$ cat src/rtl/ifetch_unit_pkg.sv
// ifetch_unit_pkg: shared definitions for the instruction fetch unit.
// Holds the datapath width, the default reset PC, the fetch FSM state
// encoding and the sequential-PC helper used by the fetch logic.
package ifetch_unit_pkg;

  localparam int unsigned DATA_WIDTH = 32;

  localparam logic [DATA_WIDTH-1:0] RESET_PC_DEFAULT = '0;
  localparam logic [DATA_WIDTH-1:0] PC_STEP          = 32'd4;

  typedef enum logic {
    ST_IDLE = 1'b0,
    ST_WAIT = 1'b1
  } fetch_state_t;

  // Sequential PC; the add wraps naturally modulo 2^DATA_WIDTH.
  function automatic logic [DATA_WIDTH-1:0] next_pc(input logic [DATA_WIDTH-1:0] pc);
    return pc + PC_STEP;
  endfunction

endpackage

$ cat src/rtl/ifetch_unit_if.sv
// ifetch_unit_if: bundles every fetch-unit connection except clock, reset and
// the global enable.
//   ICache lookup : addr1 (PC under lookup), hit, returnInst
//   ICache fill   : insqueue_to_ICache_needchange (write strobe), addr2, storeInst
//   Memory        : mem_req (level), mem_addr, mem_done (1-cycle pulse), mem_data
//   Queue         : ins_valid (push strobe), ins_pc, ins_data, queue_full
//   Redirect      : jump_flag (1-cycle pulse), jump_pc
// master = fetch unit side, slave = cache / memory / queue / redirect side.
interface ifetch_unit_if;
  import ifetch_unit_pkg::*;

  logic [DATA_WIDTH-1:0] addr1;
  logic                  hit;
  logic [DATA_WIDTH-1:0] returnInst;

  logic                  insqueue_to_ICache_needchange;
  logic [DATA_WIDTH-1:0] addr2;
  logic [DATA_WIDTH-1:0] storeInst;

  logic                  mem_req;
  logic [DATA_WIDTH-1:0] mem_addr;
  logic                  mem_done;
  logic [DATA_WIDTH-1:0] mem_data;

  logic                  ins_valid;
  logic [DATA_WIDTH-1:0] ins_pc;
  logic [DATA_WIDTH-1:0] ins_data;
  logic                  queue_full;

  logic                  jump_flag;
  logic [DATA_WIDTH-1:0] jump_pc;

  modport master (
    output addr1, insqueue_to_ICache_needchange, addr2, storeInst,
           mem_req, mem_addr, ins_valid, ins_pc, ins_data,
    input  hit, returnInst, mem_done, mem_data, queue_full,
           jump_flag, jump_pc
  );

  modport slave (
    input  addr1, insqueue_to_ICache_needchange, addr2, storeInst,
           mem_req, mem_addr, ins_valid, ins_pc, ins_data,
    output hit, returnInst, mem_done, mem_data, queue_full,
           jump_flag, jump_pc
  );

endinterface

$ cat src/rtl/ifetch_unit.sv
// ifetch_unit: instruction fetch stage.
// Looks up the current PC in the ICache every cycle. On a hit with queue
// space it pushes {pc, instruction} to the instruction queue and advances
// the PC by 4. On a miss it issues a memory read, waits for mem_done, writes
// the returned word into the ICache and then re-fetches the same PC (which
// now hits). A jump_flag pulse redirects the PC; an outstanding memory read
// is never cancelled and its fill always completes.
// Ports:
//   clk  : clock, all state changes on posedge
//   rst  : asynchronous active-low reset
//   rdy  : global enable; low freezes all state and suppresses strobes
//   bus  : ifetch_unit_if.master (ICache, memory, queue, redirect signals)
module ifetch_unit
  import ifetch_unit_pkg::*;
#(
  parameter logic [DATA_WIDTH-1:0] RESET_PC = RESET_PC_DEFAULT
) (
  input  logic          clk,
  input  logic          rst,
  input  logic          rdy,
  ifetch_unit_if.master bus
);

  fetch_state_t          r_state;
  logic [DATA_WIDTH-1:0] r_pc;
  logic                  r_mem_req;
  logic [DATA_WIDTH-1:0] r_mem_addr;
  logic                  r_ins_valid;
  logic [DATA_WIDTH-1:0] r_ins_pc;
  logic [DATA_WIDTH-1:0] r_ins_data;
  logic                  r_needchange;
  logic [DATA_WIDTH-1:0] r_addr2;
  logic [DATA_WIDTH-1:0] r_store_inst;

  logic [DATA_WIDTH-1:0] w_pc_next;

  assign w_pc_next = next_pc(r_pc);

  assign bus.addr1                         = r_pc;
  assign bus.mem_req                       = r_mem_req;
  assign bus.mem_addr                      = r_mem_addr;
  assign bus.ins_valid                     = r_ins_valid;
  assign bus.ins_pc                        = r_ins_pc;
  assign bus.ins_data                      = r_ins_data;
  assign bus.insqueue_to_ICache_needchange = r_needchange;
  assign bus.addr2                         = r_addr2;
  assign bus.storeInst                     = r_store_inst;

  always_ff @(posedge clk or negedge rst) begin
    if (!rst) begin
      r_state      <= ST_IDLE;
      r_pc         <= RESET_PC;
      r_mem_req    <= 1'b0;
      r_mem_addr   <= '0;
      r_ins_valid  <= 1'b0;
      r_ins_pc     <= '0;
      r_ins_data   <= '0;
      r_needchange <= 1'b0;
      r_addr2      <= '0;
      r_store_inst <= '0;
    end else if (!rdy) begin
      // Frozen: state, pc and the memory request hold; strobes drop.
      r_ins_valid  <= 1'b0;
      r_needchange <= 1'b0;
    end else begin
      r_ins_valid  <= 1'b0;
      r_needchange <= 1'b0;

      case (r_state)
        ST_IDLE: begin
          if (bus.jump_flag) begin
            r_pc <= bus.jump_pc;
          end else if (bus.queue_full || r_needchange) begin
            // Hold. While the fill strobe is out the cache has not yet
            // absorbed the new line, so a lookup now would re-miss on the
            // line being written; wait one cycle for the refetch to hit.
          end else if (bus.hit) begin
            r_ins_valid <= 1'b1;
            r_ins_pc    <= r_pc;
            r_ins_data  <= bus.returnInst;
            r_pc        <= w_pc_next;
          end else begin
            r_mem_req  <= 1'b1;
            r_mem_addr <= r_pc;
            r_state    <= ST_WAIT;
          end
        end

        ST_WAIT: begin
          if (bus.jump_flag) begin
            r_pc <= bus.jump_pc;
          end
          if (bus.mem_done) begin
            r_mem_req    <= 1'b0;
            r_needchange <= 1'b1;
            r_addr2      <= r_mem_addr;
            r_store_inst <= bus.mem_data;
            r_state      <= ST_IDLE;
          end
        end

        default: r_state <= ST_IDLE;
      endcase
    end
  end

endmodule

$ cat src/flat_wrapper.sv
// flat-port wrapper written by rule: the top's interface ports become plain ports
module ifetch_unit_flat import ifetch_unit_pkg::*;
#(
  parameter logic [DATA_WIDTH-1:0] RESET_PC = RESET_PC_DEFAULT
)
  (clk, rst, rdy, bus_addr1, bus_insqueue_to_ICache_needchange, bus_addr2, bus_storeInst, bus_mem_req, bus_mem_addr, bus_ins_valid, bus_ins_pc, bus_ins_data, bus_hit, bus_returnInst, bus_mem_done, bus_mem_data, bus_queue_full, bus_jump_flag, bus_jump_pc);
  ifetch_unit_if bus_i ();
  input  logic clk;
  input  logic rst;
  input  logic rdy;
  output wire logic [$bits(bus_i.addr1)-1:0] bus_addr1;
  output wire logic [$bits(bus_i.insqueue_to_ICache_needchange)-1:0] bus_insqueue_to_ICache_needchange;
  output wire logic [$bits(bus_i.addr2)-1:0] bus_addr2;
  output wire logic [$bits(bus_i.storeInst)-1:0] bus_storeInst;
  output wire logic [$bits(bus_i.mem_req)-1:0] bus_mem_req;
  output wire logic [$bits(bus_i.mem_addr)-1:0] bus_mem_addr;
  output wire logic [$bits(bus_i.ins_valid)-1:0] bus_ins_valid;
  output wire logic [$bits(bus_i.ins_pc)-1:0] bus_ins_pc;
  output wire logic [$bits(bus_i.ins_data)-1:0] bus_ins_data;
  input wire logic [$bits(bus_i.hit)-1:0] bus_hit;
  input wire logic [$bits(bus_i.returnInst)-1:0] bus_returnInst;
  input wire logic [$bits(bus_i.mem_done)-1:0] bus_mem_done;
  input wire logic [$bits(bus_i.mem_data)-1:0] bus_mem_data;
  input wire logic [$bits(bus_i.queue_full)-1:0] bus_queue_full;
  input wire logic [$bits(bus_i.jump_flag)-1:0] bus_jump_flag;
  input wire logic [$bits(bus_i.jump_pc)-1:0] bus_jump_pc;
  assign bus_addr1 = bus_i.addr1;
  assign bus_insqueue_to_ICache_needchange = bus_i.insqueue_to_ICache_needchange;
  assign bus_addr2 = bus_i.addr2;
  assign bus_storeInst = bus_i.storeInst;
  assign bus_mem_req = bus_i.mem_req;
  assign bus_mem_addr = bus_i.mem_addr;
  assign bus_ins_valid = bus_i.ins_valid;
  assign bus_ins_pc = bus_i.ins_pc;
  assign bus_ins_data = bus_i.ins_data;
  assign bus_i.hit = bus_hit;
  assign bus_i.returnInst = bus_returnInst;
  assign bus_i.mem_done = bus_mem_done;
  assign bus_i.mem_data = bus_mem_data;
  assign bus_i.queue_full = bus_queue_full;
  assign bus_i.jump_flag = bus_jump_flag;
  assign bus_i.jump_pc = bus_jump_pc;
  ifetch_unit #(.RESET_PC(RESET_PC)) u_core (.clk(clk), .rst(rst), .rdy(rdy), .bus(bus_i));
endmodule
$ cat config.mk
export PLATFORM = sky130hd
export DESIGN_NAME = ifetch_unit_flat
export DESIGN_NICKNAME = d
export VERILOG_FILES = /design/src/rtl/ifetch_unit_pkg.sv /design/src/rtl/ifetch_unit_if.sv /design/src/rtl/ifetch_unit.sv /design/src/flat_wrapper.sv
export SDC_FILE = /design/constraint.sdc
export NUM_CORES = 1
export LEC_CHECK = 0
export ABC_AREA = 1
export BUFFER_PORTS_ARGS = -buffer_cell sky130_fd_sc_hd__buf_2
export CAP_MARGIN = 20
export CORE_MARGIN = 2
export CORE_UTILIZATION = 45
export DETAILED_ROUTE_END_ITERATION = 12
export GPL_TIMING_DRIVEN = 0
export PLACE_DENSITY = 0.81
export SYNTH_ARGS = -nofsm -noshare
export SYNTH_HDL_FRONTEND = slang
export SYNTH_SLANG_ARGS = --single-unit
export TNS_END_PERCENT = 50
$ cat constraint.sdc
create_clock -name clk -period 1.5 [get_ports clk]
set_input_delay 0.3 -clock clk [delete_from_list [all_inputs] [get_ports clk]]
set_output_delay 0.3 -clock clk [all_outputs]
set_load 0.02 [all_outputs]
; Word-level counts from Yosys, hierarchy flattened
; Index checks and enable logic that the tools add are counted.
[classes]
n_addsub = 1
eq_ne = 7
n_mux = 23
bitwise = 4
n_reduce_logical = 6
[ops]
columns = operator, count
row1 = $mux W32, 4
row2 = $pmux W32 S2, 1
row3 = $add A32 B3 Y32 const B, 1
row4 = $mux W1, 16
row5 = $reduce_and A5 Y1, 3
row6 = $ne A2 B2 Y1 const B, 5
row7 = $ne A3 B3 Y1 const B, 2
row8 = $not A1 Y1, 4
row9 = $pmux W1 S2, 2
row10 = $reduce_and A4 Y1, 1
row11 = $reduce_and A3 Y1, 1
row12 = $logic_or A1 B1 Y1, 1
[totals]
ff_bits = 196
input_bits = 103
output_inout_bits = 195
word_cells = 51

; Logic depth before layout (Yosys ltp)
; Gate-level depths: netlist (run 1).
[logic_depth]
word_depth = 5
depth_mapped = 11
depth_no_buf = 11

; Worst setup path before layout (run 1)
; No wires, ideal clock.
[synth_path]
kind = register -> register
from = register u_core.r_pc[3], in the netlist u_core.bus.addr1[3]
to = register u_core.r_pc[28], in the netlist u_core.bus.addr1[28]
setup_ns = 0.117
arrival_time_ns = 1.506
required_ns = 1.383
slack_ns = -0.122
stages_incl_launch_ff = 11
path_buffers = 0
period_less_slack_ns = 1.622
path_cell_list = dfrtp_1 -> ha_1 -> nand2_1 -> nor2_1 -> nand2_2 -> nor2_4 -> nand2_1 -> nand2_1 -> nand3_1 -> nand2_1 -> nand2_1
[synth_between]
elab_chain_cells = 5
[synth_rtl]
columns = element, line_no
row1 = "start, declared", ifetch_unit.sv:25  ; logic [DATA_WIDTH-1:0] r_pc;
row2 = "start signal, assigned", ifetch_unit.sv:72  ; r_pc <= bus.jump_pc;
row3 = "start signal, assigned", ifetch_unit.sv:81  ; r_pc <= w_pc_next;
row4 = "start signal, assigned", ifetch_unit.sv:91  ; r_pc <= bus.jump_pc;
row5 = $add A32 B3 Y32, ifetch_unit_pkg.sv:18  ; return pc + PC_STEP;
row6 = $mux W32, ifetch_unit.sv:77  ; end else if (bus.hit) begin
row7 = $mux W32, ifetch_unit.sv:73  ; end else if (bus.queue_full || r_needchange) begin
row8 = $mux W32, ifetch_unit.sv:71  ; if (bus.jump_flag) begin
row9 = $pmux W32 S2, ifetch_unit.sv:69  ; case (r_state)
; Every way passes these cells. The select of a mux whose other input is x is not followed.
; A chain may end at the register's enable or synchronous reset.

; Final worst setup path (run 1)
[layout_path]
from = register u_core.r_pc[7], in the netlist u_core.bus.addr1[7]
to = register u_core.r_pc[29], in the netlist u_core.bus.addr1[29]
; The elaborated chain is that of the path after synthesis.

==> results of run 1 <==
==> path summary, 6_finish.rpt <==
check,end,depth (start not counted),startpoint
worst min register to register,u_core.bus.storeInst[30],2,u_core.bus.storeInst[30]
max in group asynchronous,u_core.bus.mem_addr[24],3,rst
worst max register to register,u_core.bus.addr1[29],9,u_core.bus.addr1[7]
min in group asynchronous,u_core.bus.ins_valid,2,rst
worst max-delay path,u_core.bus.addr1[29],9,u_core.bus.addr1[7]
worst min-delay path,u_core.bus.ins_data[6],3,bus_returnInst[6]
==> cell families (layout without fill, tap and decap cells) <==
group | after synthesis | in the layout
AND/OR/NAND/NOR | 643 | 643
flip-flops | 196 | 196
AO/OA/AOI/OAI | 104 | 104
buffers and inverters | 101 | 457
XOR/XNOR | 3 | 3
adder cells (fa/ha/maj) | 1 | 1
other | 0 | 1
==> synthesized netlist by cell type (all sizes together) <==
cell	n
xor2	3
ha	1
inv	57
clkbuf	19
buf	25
o21ai	91
a21oi	8
nand4	3
a22oi	2
and2	1
nor2	91
dfrtp	196
o22ai	2
a31oi	1
nand3	36
nand2	512
==> through the flow <==
stage | cell area [µm²] | setup TNS, ns | util (%) | total power (W)
CTS | 11010 | 0 | 59.23 | 0.01915
detailed placement | 10260 | -17.08 | 55.24 | 0.01466
global placement | 10230 | -611.50 | 55.04 | 0.01448
global route | 11360 | -1.028 | 61.15 | 0.02042
floorplan | 8447 | 0 | - | 0.01181
finish | 11360 | -0.03801 | 61.15 | 0.01940
==> area by class of cell <==
type,instances,area share [%]
Buffer,44,2.445
Clock buffer,19,3.898
Inverter,57,2.015
Multi-Input combinational cell,751,29.16
Sequential cell,196,43.34
Tap cell,234,2.577
Clock inverter,13,1.046
Antenna cell,1,0.02202
Timing Repair Buffer,324,15.49
==> state kept, by name, indices dropped and copies added, names as in the netlist <==
name,flops
u_core.bus.ins_pc,32
u_core.bus.ins_valid,1
u_core.bus.ins_data,32
u_core.bus.addr2,32
u_core.bus.insqueue_to_ICache_needchange,1
u_core.bus.storeInst,32
u_core.r_state,1
u_core.bus.mem_req,1
u_core.bus.mem_addr,32
u_core.bus.addr1,32
==> where the power goes <==
part	switching, W	internal (W)
Clock	0.00214	0.00223
Sequential	0.00119	0.00689
Combinational	0.00468	0.00227
Total	0.00801	0.0114
==> routing by layer <==
metal	wire length, µm	GRT usage, %
met2	12840	41.95
met1	11360	34.28
met5	0	0
met3	1526	3.770
met4	706	9.421
==> worst min-delay path, cell delays in order <==
cell and delay (ns):
sky130_fd_sc_hd__buf_2 0.07, sky130_fd_sc_hd__nand2_1 0.04, sky130_fd_sc_hd__nand2_1 0.04
==> repair_timing <==
item                                   in CTS  in global routing
endpoints found under the hold margin      89                  0
cloned                                      0                  1
resized for setup                          37                 84
setup buffers                               8                 16
hold buffers                                1                  0
setup endpoints to repair                 124                282
pin swaps                                   6                 20
==> flow_results.xml, run 1 <==
<?xml version="1.0" encoding="UTF-8"?>
<metrics>
  <group name="timing">
    <metric name="clock.fmax" unit="GHz">0.6502</metric>
    <metric name="timing.final.crit_period" unit="ns">1.538</metric>
    <metric name="tightest_slew" unit="ns">0.5284</metric>
    <metric name="rsz0062_at_grt" unit="">true</metric>
    <metric name="timing_hold_violations_final" unit="">0</metric>
    <metric name="fin_crit_share" unit="%">102.5</metric>
    <metric name="drv_slew" unit="">0</metric>
    <metric name="layout_setup_ws" unit="ns">-0.03801</metric>
    <metric name="holdWs" unit="ns">0.05583</metric>
    <metric name="max-slew-margin-rel" unit="%">64.77</metric>
    <metric name="fin_worst_skew" unit="ns">0.01448</metric>
    <metric name="report.final.setup_viol" unit="">1</metric>
  </group>
  <group name="worst_setup_path">
    <metric name="crit_path_frequent_cell" unit="">sky130_fd_sc_hd__nand2_1</metric>
    <metric name="critPathKind" unit="">reg -&gt; reg</metric>
    <metric name="crit_path_end_kind" unit="">register</metric>
    <metric name="timing.critical_path.slowest_stage_cell" unit="">sky130_fd_sc_hd__dfrtp_2</metric>
    <metric name="crit_path_start_kind" unit="">register</metric>
    <metric name="timing.critical_path.buf_inv" unit="">0</metric>
    <metric name="gate_family_responsible_for_the_most_delay_along_the_worst_path" unit="">simple AND/OR/NAND/NOR gates</metric>
    <metric name="crit_path_max_incr_delay" unit="ns">0.44</metric>
    <metric name="worst-endpoint-required" unit="ns">1.83</metric>
    <metric name="critical_path_peak_fanout" unit="">5</metric>
    <metric name="reg2reg_slack" unit="ns">-0.04</metric>
    <metric name="cp_data_arrival_time" unit="ns">1.87</metric>
    <metric name="cp_cell_sequence" unit="">nand2_1 -&gt; nor2_4 -&gt; nand2_1 -&gt; nor2_2 -&gt; nand2_1 -&gt; nand2_1 -&gt; nand3_1 -&gt; nand2_1 -&gt; nand2_1</metric>
  </group>
  <group name="global_routing">
    <metric name="largest_net_degree_at_the_start_of_global_routing" unit="">108</metric>
    <metric name="antenna_found_initial" unit="">1</metric>
    <metric name="vias_in_the_first_global_route" unit="">7451</metric>
    <metric name="grt_first_pass_wirelength" unit="µm">39190</metric>
    <metric name="track_usage" unit="%">25.39</metric>
    <metric name="gr-total-overflow" unit="">0</metric>
  </group>
  <group name="cells_and_area">
    <metric name="layout.filler_cells" unit="">1622</metric>
    <metric name="most-common-layout-cells" unit="">496 x sky130_fd_sc_hd__nand2_1, 303 x sky130_fd_sc_hd__buf_2, 180 x sky130_fd_sc_hd__dfrtp_1</metric>
    <metric name="multi_input_comb_area" unit="mm²">0.003313</metric>
    <metric name="layout-drive-gt1-share" unit="%">33.12</metric>
    <metric name="layout.area.seq" unit="mm²">0.004925</metric>
    <metric name="layout.cells.most_common" unit="">sky130_fd_sc_hd__nand2_1</metric>
    <metric name="final_std_cells_w_o_fill" unit="">1639</metric>
    <metric name="area_delta_synth_final" unit="%">34.59</metric>
    <metric name="nets" unit="">1495</metric>
  </group>
  <group name="cts">
    <metric name="tritoncts_clock_tree" unit="">yes</metric>
    <metric name="clockRootBuffer" unit="">sky130_fd_sc_hd__clkbuf_16</metric>
    <metric name="numCtsBuffers" unit="">17</metric>
    <metric name="htree_levels" unit="">4</metric>
    <metric name="longest_clk_path_bufs" unit="">2</metric>
    <metric name="clock_latency_reported_for_the_late_side_of_the_worst_skew_pair" unit="ns">0.43</metric>
    <metric name="numClockSinks" unit="">196</metric>
    <metric name="clkTransAtPathRegs" unit="ns">0.08</metric>
  </group>
  <group name="min_path">
    <metric name="hp-class" unit="">in -&gt; reg</metric>
  </group>
  <group name="synth">
    <metric name="synth.cell_area" unit="mm²">0.008442</metric>
    <metric name="yosysWarningCount" unit="">0</metric>
    <metric name="net_count_after_synthesis" unit="">1152</metric>
    <metric name="synth_seq_cells" unit="">196</metric>
    <metric name="synth.largest_area_cell" unit="">sky130_fd_sc_hd__dfrtp_1</metric>
    <metric name="synth_seq_area_share" unit="%">58.10</metric>
    <metric name="syn-mean-instance-area" unit="µm²">8.055</metric>
    <metric name="yosys.area_share.xor_xnor" unit="%">0.3112</metric>
    <metric name="synth.top_cells.by_area" unit="">sky130_fd_sc_hd__dfrtp_1 58%, sky130_fd_sc_hd__nand2_1 22%, sky130_fd_sc_hd__o21ai_0 4.9%</metric>
    <metric name="postSynthCellCount" unit="">1048</metric>
    <metric name="synthSimpleGateAreaFrac" unit="%">30.01</metric>
    <metric name="post_synth_mux_area_share" unit="%">0</metric>
    <metric name="synth_compound_gate_area_share" unit="%">6.269</metric>
    <metric name="synth_top_cell_area_share" unit="%">58.10</metric>
    <metric name="synth_top_family_by_area" unit="">simple AND/OR/NAND/NOR gates</metric>
    <metric name="yosysUniqueCellTypes" unit="">25</metric>
    <metric name="post_synth_fa_ha_maj_area_fraction" unit="%">0.1482</metric>
  </group>
  <group name="flow_run">
    <metric name="max_cap_violations" unit="">0</metric>
  </group>
  <group name="placement">
    <metric name="io_buffer_count" unit="">297</metric>
    <metric name="post-dp-hpwl" unit="µm">19450</metric>
    <metric name="gp_routability_congestion" unit="">0.8987</metric>
    <metric name="cell_count_after_placement" unit="">1580</metric>
    <metric name="dp_worst_setup_slack" unit="ns">-0.2619</metric>
  </group>
  <group name="drt">
    <metric name="route.detailed.drc" unit="">0</metric>
    <metric name="detailedRoute.firstIterationViolations" unit="">515</metric>
    <metric name="vias_per_cell" unit="">5.008</metric>
    <metric name="drt_pass1_iterations" unit="">6</metric>
    <metric name="postRouteAntennaNets" unit="">0</metric>
    <metric name="detail_route.wirelength" unit="µm">26430</metric>
    <metric name="route.vias.total" unit="">8208</metric>
    <metric name="avgRoutedWirePerCell" unit="µm">16.12</metric>
  </group>
  <group name="floorplan">
    <metric name="die_h" unit="µm">141.0</metric>
    <metric name="die_x" unit="µm">141.0</metric>
    <metric name="std_cell_rows" unit="">50</metric>
    <metric name="initial_utilization" unit="%">45.43</metric>
    <metric name="design.die.area" unit="mm²">0.01987</metric>
    <metric name="top_level_ports" unit="">298</metric>
    <metric name="fp.coreArea" unit="mm²">0.01858</metric>
  </group>
  <group name="power_and_ir_drop">
    <metric name="p_leak" unit="nW">6.295</metric>
    <metric name="maximum_ir_drop_on_the_vdd_rail" unit="V">0.0007367</metric>
    <metric name="power_density" unit="mW/mm²">1707</metric>
  </group>
  <group name="run_status">
    <metric name="status" unit="">finished, violations left</metric>
    <metric name="violations" unit="">negative setup slack</metric>
  </group>
</metrics>
Note: power is estimated with default switching activity, not from simulation.
==> run 2: changes to the inputs <==
==> constraint.sdc (replaced) <==
create_clock -name clk -period 1.3 [get_ports clk]
set_input_delay 0.26 -clock clk [delete_from_list [all_inputs] [get_ports clk]]
set_output_delay 0.26 -clock clk [all_outputs]
set_load 0.02 [all_outputs]
==> run 2 against run 1 <==
Against the previous run:
- the flow finishes with violations (negative hold slack, negative setup slack)
- critical endpoint is now u_core.bus.addr1[14]
- largest cell class unchanged
- flip-flop and latch count unchanged
- cell count increased by 1.2%
- first-iteration DRC count increased by 18%
- count of clock-buffer cells in the layout increased by 1
- final area increased by 11%
==> flow_results.xml, run 2 (synthesis results as in run 1) <==
<?xml version="1.0" encoding="UTF-8"?>
<metrics>
  <group name="drt">
    <metric name="detail_route.wirelength" unit="µm">28940</metric>
    <metric name="route.vias.total" unit="">8483</metric>
    <metric name="detailedRoute.firstIterationViolations" unit="">609</metric>
    <metric name="drt_pass1_iterations" unit="">6</metric>
    <metric name="route.detailed.drc" unit="">0</metric>
    <metric name="avgRoutedWirePerCell" unit="µm">17.44</metric>
    <metric name="vias_per_cell" unit="">5.113</metric>
    <metric name="postRouteAntennaNets" unit="">0</metric>
  </group>
  <group name="cells_and_area">
    <metric name="utilization_after_layout" unit="%">68.15</metric>
    <metric name="n_antenna_cell" unit="">0</metric>
    <metric name="area_delta_synth_final" unit="%">50.01</metric>
    <metric name="layout-drive-gt1-share" unit="%">42.60</metric>
    <metric name="most-common-layout-cells" unit="">439 x sky130_fd_sc_hd__nand2_1, 254 x sky130_fd_sc_hd__buf_2, 163 x sky130_fd_sc_hd__dfrtp_1</metric>
    <metric name="layout.cells.most_common" unit="">sky130_fd_sc_hd__nand2_1</metric>
    <metric name="layout.filler_cells" unit="">1407</metric>
    <metric name="nets" unit="">1516</metric>
  </group>
  <group name="global_routing">
    <metric name="grt_first_pass_wirelength" unit="µm">41290</metric>
    <metric name="track_usage" unit="%">26.73</metric>
    <metric name="largest_net_degree_at_the_start_of_global_routing" unit="">119</metric>
    <metric name="gr-total-overflow" unit="">0</metric>
    <metric name="antenna_found_initial" unit="">0</metric>
    <metric name="vias_in_the_first_global_route" unit="">7696</metric>
  </group>
  <group name="timing">
    <metric name="layout_setup_ws" unit="ns">-0.2757</metric>
    <metric name="report.final.setup_viol" unit="">156</metric>
    <metric name="timing.final.crit_period" unit="ns">1.576</metric>
    <metric name="fin_crit_share" unit="%">121.2</metric>
    <metric name="tightest_slew" unit="ns">0.6179</metric>
    <metric name="fin_worst_skew" unit="ns">0.01121</metric>
    <metric name="timing_hold_violations_final" unit="">78</metric>
    <metric name="rsz0062_at_grt" unit="">true</metric>
    <metric name="clock.fmax" unit="GHz">0.6346</metric>
    <metric name="max-slew-margin-rel" unit="%">58.81</metric>
    <metric name="holdWs" unit="ns">-0.2152</metric>
    <metric name="drv_slew" unit="">0</metric>
  </group>
  <group name="cts">
    <metric name="htree_levels" unit="">4</metric>
    <metric name="numClockSinks" unit="">196</metric>
    <metric name="clock_latency_reported_for_the_late_side_of_the_worst_skew_pair" unit="ns">0.44</metric>
    <metric name="clockRootBuffer" unit="">sky130_fd_sc_hd__clkbuf_16</metric>
    <metric name="longest_clk_path_bufs" unit="">2</metric>
    <metric name="clkTransAtPathRegs" unit="ns">0.08</metric>
    <metric name="numCtsBuffers" unit="">17</metric>
    <metric name="tritoncts_clock_tree" unit="">yes</metric>
  </group>
  <group name="floorplan">
    <metric name="initial_utilization" unit="%">45.43</metric>
    <metric name="design.die.area" unit="mm²">0.01987</metric>
    <metric name="top_level_ports" unit="">298</metric>
    <metric name="fp.coreArea" unit="mm²">0.01858</metric>
    <metric name="std_cell_rows" unit="">50</metric>
    <metric name="die_h" unit="µm">141.0</metric>
    <metric name="die_x" unit="µm">141.0</metric>
  </group>
  <group name="placement">
    <metric name="io_buffer_count" unit="">297</metric>
    <metric name="post-dp-hpwl" unit="µm">19420</metric>
    <metric name="gp_routability_congestion" unit="">0.8836</metric>
    <metric name="dp_worst_setup_slack" unit="ns">-0.4498</metric>
  </group>
  <group name="power_and_ir_drop">
    <metric name="internal_power" unit="W">0.01431</metric>
    <metric name="total_power" unit="W">0.02416</metric>
    <metric name="total_switching_power" unit="W">0.009853</metric>
    <metric name="power.share.switching" unit="%">40.78</metric>
    <metric name="comb_power_share" unit="%">38.6</metric>
    <metric name="seqPwrFrac" unit="%">39.8</metric>
    <metric name="power_frac_clock" unit="%">21.7</metric>
    <metric name="p_leak" unit="nW">6.707</metric>
    <metric name="power_density" unit="mW/mm²">1908</metric>
    <metric name="maximum_ir_drop_on_the_vdd_rail" unit="V">0.0009699</metric>
  </group>
  <group name="worst_setup_path">
    <metric name="reg2reg_slack" unit="ns">-0.28</metric>
    <metric name="crit_path_start_kind" unit="">register</metric>
    <metric name="crit_path_end_kind" unit="">register</metric>
    <metric name="critical_path_peak_fanout" unit="">6</metric>
    <metric name="worst_r2r_path_depth" unit="">10</metric>
    <metric name="critPathKind" unit="">reg -&gt; reg</metric>
    <metric name="cp_data_arrival_time" unit="ns">1.92</metric>
    <metric name="worst-endpoint-required" unit="ns">1.64</metric>
    <metric name="crit-reg2reg-capture" unit="">u_core.bus.addr1[14]</metric>
    <metric name="crit-reg2reg-launch" unit="">u_core.bus.addr1[2]</metric>
  </group>
  <group name="run_status">
    <metric name="violations" unit="">negative hold slack, negative setup slack</metric>
    <metric name="status" unit="">finished, violations left</metric>
  </group>
  <group name="min_path">
    <metric name="hp-class" unit="">in -&gt; async</metric>
  </group>
  <group name="flow_run">
    <metric name="max_cap_violations" unit="">0</metric>
  </group>
</metrics>
==> run 2: changes by cell type in the layout (fill, tap and decap cells not counted), sizes merged <==
cell,before,now
buf,345,371
bufinv,0,1
clkbuf,41,38
clkinv,5,6
diode,1,0
dlygate4sd3,1,0
inv,61,58
==> run 2: worst max path at each step <==
stage | cells past startpoint | endpoint | slack [ns] | start
floorplan | 10 | u_core.bus.addr1[14] | -0.10 | u_core.bus.addr1[3]
global placement | 1 | u_core.bus.addr1[9] | -3.57 | rst
detailed placement | 6 | u_core.bus.addr1[4] | -0.45 | u_core.r_state
CTS | 10 | u_core.bus.addr1[30] | -0.16 | u_core.bus.addr1[2]
global route | 9 | u_core.bus.addr1[13] | -0.35 | u_core.bus.addr1[2]
finish | 10 | u_core.bus.addr1[14] | -0.28 | u_core.bus.addr1[2]
==> run 2: metrics by stage <==
stage                     cell area, µm²  hold slack [ns]  cells  TNS (ns)
final                              12660          -0.2152   1659    -21.43
after global routing               12660          -0.1675   1659    -29.49
after CTS                          11590          -0.1861   1642    -12.54
after detailed placement           10330           0.2769   1580    -41.49
after global placement             10290           0.4496   1579   -667.44
after floorplan                     8514         -0.03559   1048    -2.459
==> run 2: final cells by class <==
| class | instances | area, µm² | share of cell area [%] |
|---|---|---|---|
| flip-flops and latches | 196 | 4946 | 39.06 |
| clock buffers | 20 | 456.7 | 3.606 |
| multi-input cells | 751 | 3719 | 29.36 |
| plain buffers | 43 | 470.5 | 3.715 |
| clock inverters | 12 | 121.4 | 0.9584 |
| repair buffers | 346 | 2410 | 19.03 |
| inverters | 57 | 247.7 | 1.956 |
| well taps | 234 | 292.8 | 2.312 |
==> run 2: power by group through the flow <==
stage	sequential [W]	clock (W)	combinational [W]
2_1_floorplan	0.0115	0	0.00216
4_1_cts	0.00928	0.00527	0.00815
5_1_grt	0.00980	0.00552	0.00996
3_5_place_dp	0.00939	0	0.00760
6_report	0.00961	0.00523	0.00932
3_3_place_gp	0.00931	0	0.00743
==> run 2: what timing repair did <==
| item | in CTS | in global routing |
|---|---|---|
| cloned | 3 | 6 |
| endpoints found under the hold margin | 78 | 78 |
| buffers inserted | 27 | 12 |
| pin swaps | 14 | 19 |
| setup endpoints to repair | 226 | 232 |
| resized for setup | 142 | 313 |
==> run 2: metal layers <==
metal / up-vias / track usage [%] / part of all wire, %
met5: - / 0 / 0
met4: 0 / 8.684 / 2.8
met3: 76 / 4.959 / 6.8
met2: 404 / 45.73 / 51
met1: 4012 / 34.61 / 40
li1: 3991 / - / -
==> run 2: worst max-delay path, cell delays in order, from the launching register on <==
cell and delay, ns:
sky130_fd_sc_hd__dfrtp_2 0.46, sky130_fd_sc_hd__ha_4 0.19, sky130_fd_sc_hd__nand2_4 0.07, sky130_fd_sc_hd__nor2_4 0.04, sky130_fd_sc_hd__nand2_4 0.13, sky130_fd_sc_hd__nor2_4 0.08
sky130_fd_sc_hd__buf_4 0.14, sky130_fd_sc_hd__o21ai_1 0.17, sky130_fd_sc_hd__nand2_1 0.07, sky130_fd_sc_hd__nand2_1 0.08, sky130_fd_sc_hd__inv_1 0.04
==> run 3: changes to the inputs <==
--- a/config.mk
+++ b/config.mk
@@ -6,6 +6,7 @@
 export NUM_CORES = 1
 export LEC_CHECK = 0
 export ABC_AREA = 1
+export ABC_CLOCK_PERIOD_IN_PS = 1300
 export BUFFER_PORTS_ARGS = -buffer_cell sky130_fd_sc_hd__buf_2
 export CAP_MARGIN = 20
 export CORE_MARGIN = 2
@@ -13,6 +14,7 @@
 export DETAILED_ROUTE_END_ITERATION = 12
 export GPL_TIMING_DRIVEN = 0
 export PLACE_DENSITY = 0.81
+export RECOVER_POWER = 100
 export SYNTH_ARGS = -nofsm -noshare
 export SYNTH_HDL_FRONTEND = slang
 export SYNTH_SLANG_ARGS = --single-unit
==> run 3 against run 2 <==
Against the previous run:
- the run ends with negative setup slack left
- sequential share of layout area is 0.062 points higher
- register-to-register slack hardly changed
- clock power barely moved
- flip-flop and latch count did not move
- critical path depth shrank 1
- critical endpoint is now u_core.bus.addr1[27]
- first-iteration DRC count down 6.1%
- combinational power shrank 0.4%
- power about the same
- largest power group unchanged
- final area fell by 0.16%
- count of clock-buffer cells in the layout stayed put
==> flow_results.xml, run 3 (synthesis results as in run 1) <==
<?xml version="1.0" encoding="UTF-8"?>
<metrics>
  <group name="timing">
    <metric name="rsz0062_at_grt" unit="">true</metric>
    <metric name="tightest_slew" unit="ns">1.073</metric>
    <metric name="setup_tns" unit="ns">-26.75</metric>
    <metric name="timing_hold_violations_final" unit="">0</metric>
    <metric name="max-slew-margin-rel" unit="%">28.45</metric>
    <metric name="holdWs" unit="ns">0.01179</metric>
    <metric name="fin_crit_share" unit="%">120.6</metric>
    <metric name="timing.final.crit_period" unit="ns">1.567</metric>
    <metric name="layout_setup_ws" unit="ns">-0.2674</metric>
    <metric name="fin_worst_skew" unit="ns">0.01171</metric>
    <metric name="clock.fmax" unit="GHz">0.6380</metric>
    <metric name="report.final.setup_viol" unit="">216</metric>
    <metric name="drv_slew" unit="">0</metric>
  </group>
  <group name="power_and_ir_drop">
    <metric name="seqPwrFrac" unit="%">39.9</metric>
    <metric name="internal_power" unit="W">0.01427</metric>
    <metric name="power.share.switching" unit="%">40.92</metric>
    <metric name="power_density" unit="mW/mm²">1910</metric>
    <metric name="comb_power_share" unit="%">38.4</metric>
    <metric name="p_leak" unit="nW">6.669</metric>
    <metric name="total_power" unit="W">0.02415</metric>
    <metric name="total_switching_power" unit="W">0.009884</metric>
    <metric name="power_frac_clock" unit="%">21.6</metric>
    <metric name="maximum_ir_drop_on_the_vdd_rail" unit="V">0.0009710</metric>
  </group>
  <group name="placement">
    <metric name="post-dp-hpwl" unit="µm">19420</metric>
    <metric name="cell_count_after_placement" unit="">1580</metric>
    <metric name="io_buffer_count" unit="">297</metric>
    <metric name="dp_worst_setup_slack" unit="ns">-0.4498</metric>
    <metric name="gp_routability_congestion" unit="">0.8836</metric>
  </group>
  <group name="cells_and_area">
    <metric name="layout-drive-gt1-share" unit="%">42.53</metric>
    <metric name="nets" unit="">1516</metric>
    <metric name="final_std_cells_w_o_fill" unit="">1659</metric>
    <metric name="area_delta_synth_final" unit="%">49.77</metric>
    <metric name="most-common-layout-cells" unit="">439 x sky130_fd_sc_hd__nand2_1, 163 x sky130_fd_sc_hd__dfrtp_1, 138 x sky130_fd_sc_hd__buf_2</metric>
    <metric name="layout.filler_cells" unit="">1411</metric>
    <metric name="layout.cells.most_common" unit="">sky130_fd_sc_hd__nand2_1</metric>
    <metric name="n_antenna_cell" unit="">0</metric>
  </group>
  <group name="flow_run">
    <metric name="max_cap_violations" unit="">0</metric>
  </group>
  <group name="run_status">
    <metric name="status" unit="">finished, violations left</metric>
    <metric name="violations" unit="">negative setup slack</metric>
  </group>
  <group name="global_routing">
    <metric name="vias_in_the_first_global_route" unit="">7696</metric>
    <metric name="track_usage" unit="%">26.73</metric>
    <metric name="gr-total-overflow" unit="">0</metric>
    <metric name="largest_net_degree_at_the_start_of_global_routing" unit="">119</metric>
    <metric name="antenna_found_initial" unit="">0</metric>
    <metric name="grt_first_pass_wirelength" unit="µm">41290</metric>
  </group>
  <group name="floorplan">
    <metric name="design.die.area" unit="mm²">0.01987</metric>
    <metric name="initial_utilization" unit="%">45.43</metric>
    <metric name="top_level_ports" unit="">298</metric>
    <metric name="fp.coreArea" unit="mm²">0.01858</metric>
    <metric name="die_h" unit="µm">141.0</metric>
    <metric name="std_cell_rows" unit="">50</metric>
    <metric name="die_x" unit="µm">141.0</metric>
  </group>
  <group name="drt">
    <metric name="dr.max_layer_used" unit="">met4</metric>
    <metric name="route.vias.total" unit="">8482</metric>
    <metric name="m1WireLength" unit="µm">11590</metric>
    <metric name="detailroute.wirelength.met2" unit="µm">14800</metric>
    <metric name="detail_route.wirelength" unit="µm">28900</metric>
    <metric name="drt_pass1_iterations" unit="">6</metric>
    <metric name="avgRoutedWirePerCell" unit="µm">17.42</metric>
    <metric name="route.detailed.drc" unit="">0</metric>
    <metric name="vias_per_cell" unit="">5.113</metric>
    <metric name="detailedRoute.firstIterationViolations" unit="">572</metric>
    <metric name="wl_met3" unit="µm">1718</metric>
    <metric name="postRouteAntennaNets" unit="">0</metric>
  </group>
  <group name="min_path">
    <metric name="hp-class" unit="">in -&gt; reg</metric>
  </group>
  <group name="worst_setup_path">
    <metric name="cp_data_arrival_time" unit="ns">1.90</metric>
    <metric name="timing.critical_path.slowest_stage_cell" unit="">sky130_fd_sc_hd__dfrtp_2</metric>
    <metric name="crit_path_frequent_cell" unit="">sky130_fd_sc_hd__nand2_1</metric>
    <metric name="worst-endpoint-required" unit="ns">1.63</metric>
    <metric name="crit_path_start_kind" unit="">register</metric>
    <metric name="critPathKind" unit="">reg -&gt; reg</metric>
    <metric name="cp_cell_sequence" unit="">clkinvlp_4 -&gt; nor2_4 -&gt; nand2_2 -&gt; nor2_4 -&gt; nand2_1 -&gt; nand2_1 -&gt; nand3_1 -&gt; nand2_1 -&gt; nand2_1</metric>
    <metric name="crit_path_max_incr_delay" unit="ns">0.44</metric>
    <metric name="crit_path_end_kind" unit="">register</metric>
    <metric name="critical_path_peak_fanout" unit="">5</metric>
  </group>
  <group name="cts">
    <metric name="numCtsBuffers" unit="">17</metric>
    <metric name="clkTransAtPathRegs" unit="ns">0.07</metric>
    <metric name="numClockSinks" unit="">196</metric>
    <metric name="htree_levels" unit="">4</metric>
    <metric name="tritoncts_clock_tree" unit="">yes</metric>
    <metric name="longest_clk_path_bufs" unit="">2</metric>
    <metric name="clockRootBuffer" unit="">sky130_fd_sc_hd__clkbuf_16</metric>
    <metric name="clock_latency_reported_for_the_late_side_of_the_worst_skew_pair" unit="ns">0.44</metric>
  </group>
</metrics>
run 3: worst max-delay path: cells and delay by family (launching register included):
family	cells	cell delay, ns
flip-flops	1	0.44
buffers and inverters	1	0.15
AND/OR/NAND/NOR	8	0.86
run 3: layout make-up:
cell class                      instances  area, µm²  share of cell area (%)
Clock inverter                         12      121.4                  0.9599
Clock buffer                           20      456.7                   3.612
Buffer                                 43      470.5                   3.721
Timing Repair Buffer                  346       2392                   18.92
Inverter                               57      247.7                   1.959
Tap cell                              234      292.8                   2.316
Multi-Input combinational cell        751       3716                   29.39
Sequential cell                       196       4946                   39.12
run 3: layer usage:
layer,GRT usage (%),vias up
li1,-,3990
met1,34.61,4040
met2,45.73,392
met3,4.959,60
met4,8.684,0
met5,0,-
run 3: worst paths after layout:
check	startpoint	to	slack (ns)	depth (start not counted)
max in group asynchronous	rst	u_core.bus.addr1[10]	0.09	2
worst max-delay path	u_core.bus.addr1[2]	u_core.bus.addr1[27]	-0.27	9
min in group asynchronous	rst	u_core.bus.ins_data[18]	0.02	1
worst min-delay path	bus_returnInst[20]	u_core.bus.ins_data[20]	0.01	3
worst max register to register	u_core.bus.addr1[2]	u_core.bus.addr1[27]	-0.27	9
worst min register to register	u_core.bus.storeInst[9]	u_core.bus.storeInst[9]	0.47	2
run 3: power by group through the flow:
stage | registers [W] | clock network (W) | logic (W)
6_report | 0.00965 | 0.00522 | 0.00928
5_1_grt | 0.00985 | 0.00552 | 0.00992
4_1_cts | 0.00928 | 0.00527 | 0.00815
3_5_place_dp | 0.00939 | 0 | 0.00760
3_3_place_gp | 0.00931 | 0 | 0.00743
2_1_floorplan | 0.0115 | 0 | 0.00216
run 3: what timing repair did:
action,4_1_cts,5_1_grt
cloned,3,6
pin swaps,14,19
setup endpoints to repair,226,232
endpoints found under the hold margin,78,78
buffers inserted,27,12
gates resized for setup,142,313
run 3: per-stage QoR:
stage	area, µm²	utilization [%]
4_1_cts	11590	62.36
6_report	12640	68.05
3_5_place_dp	10330	55.60
3_3_place_gp	10290	55.40
2_1_floorplan	8514	-
5_1_grt	12640	68.05
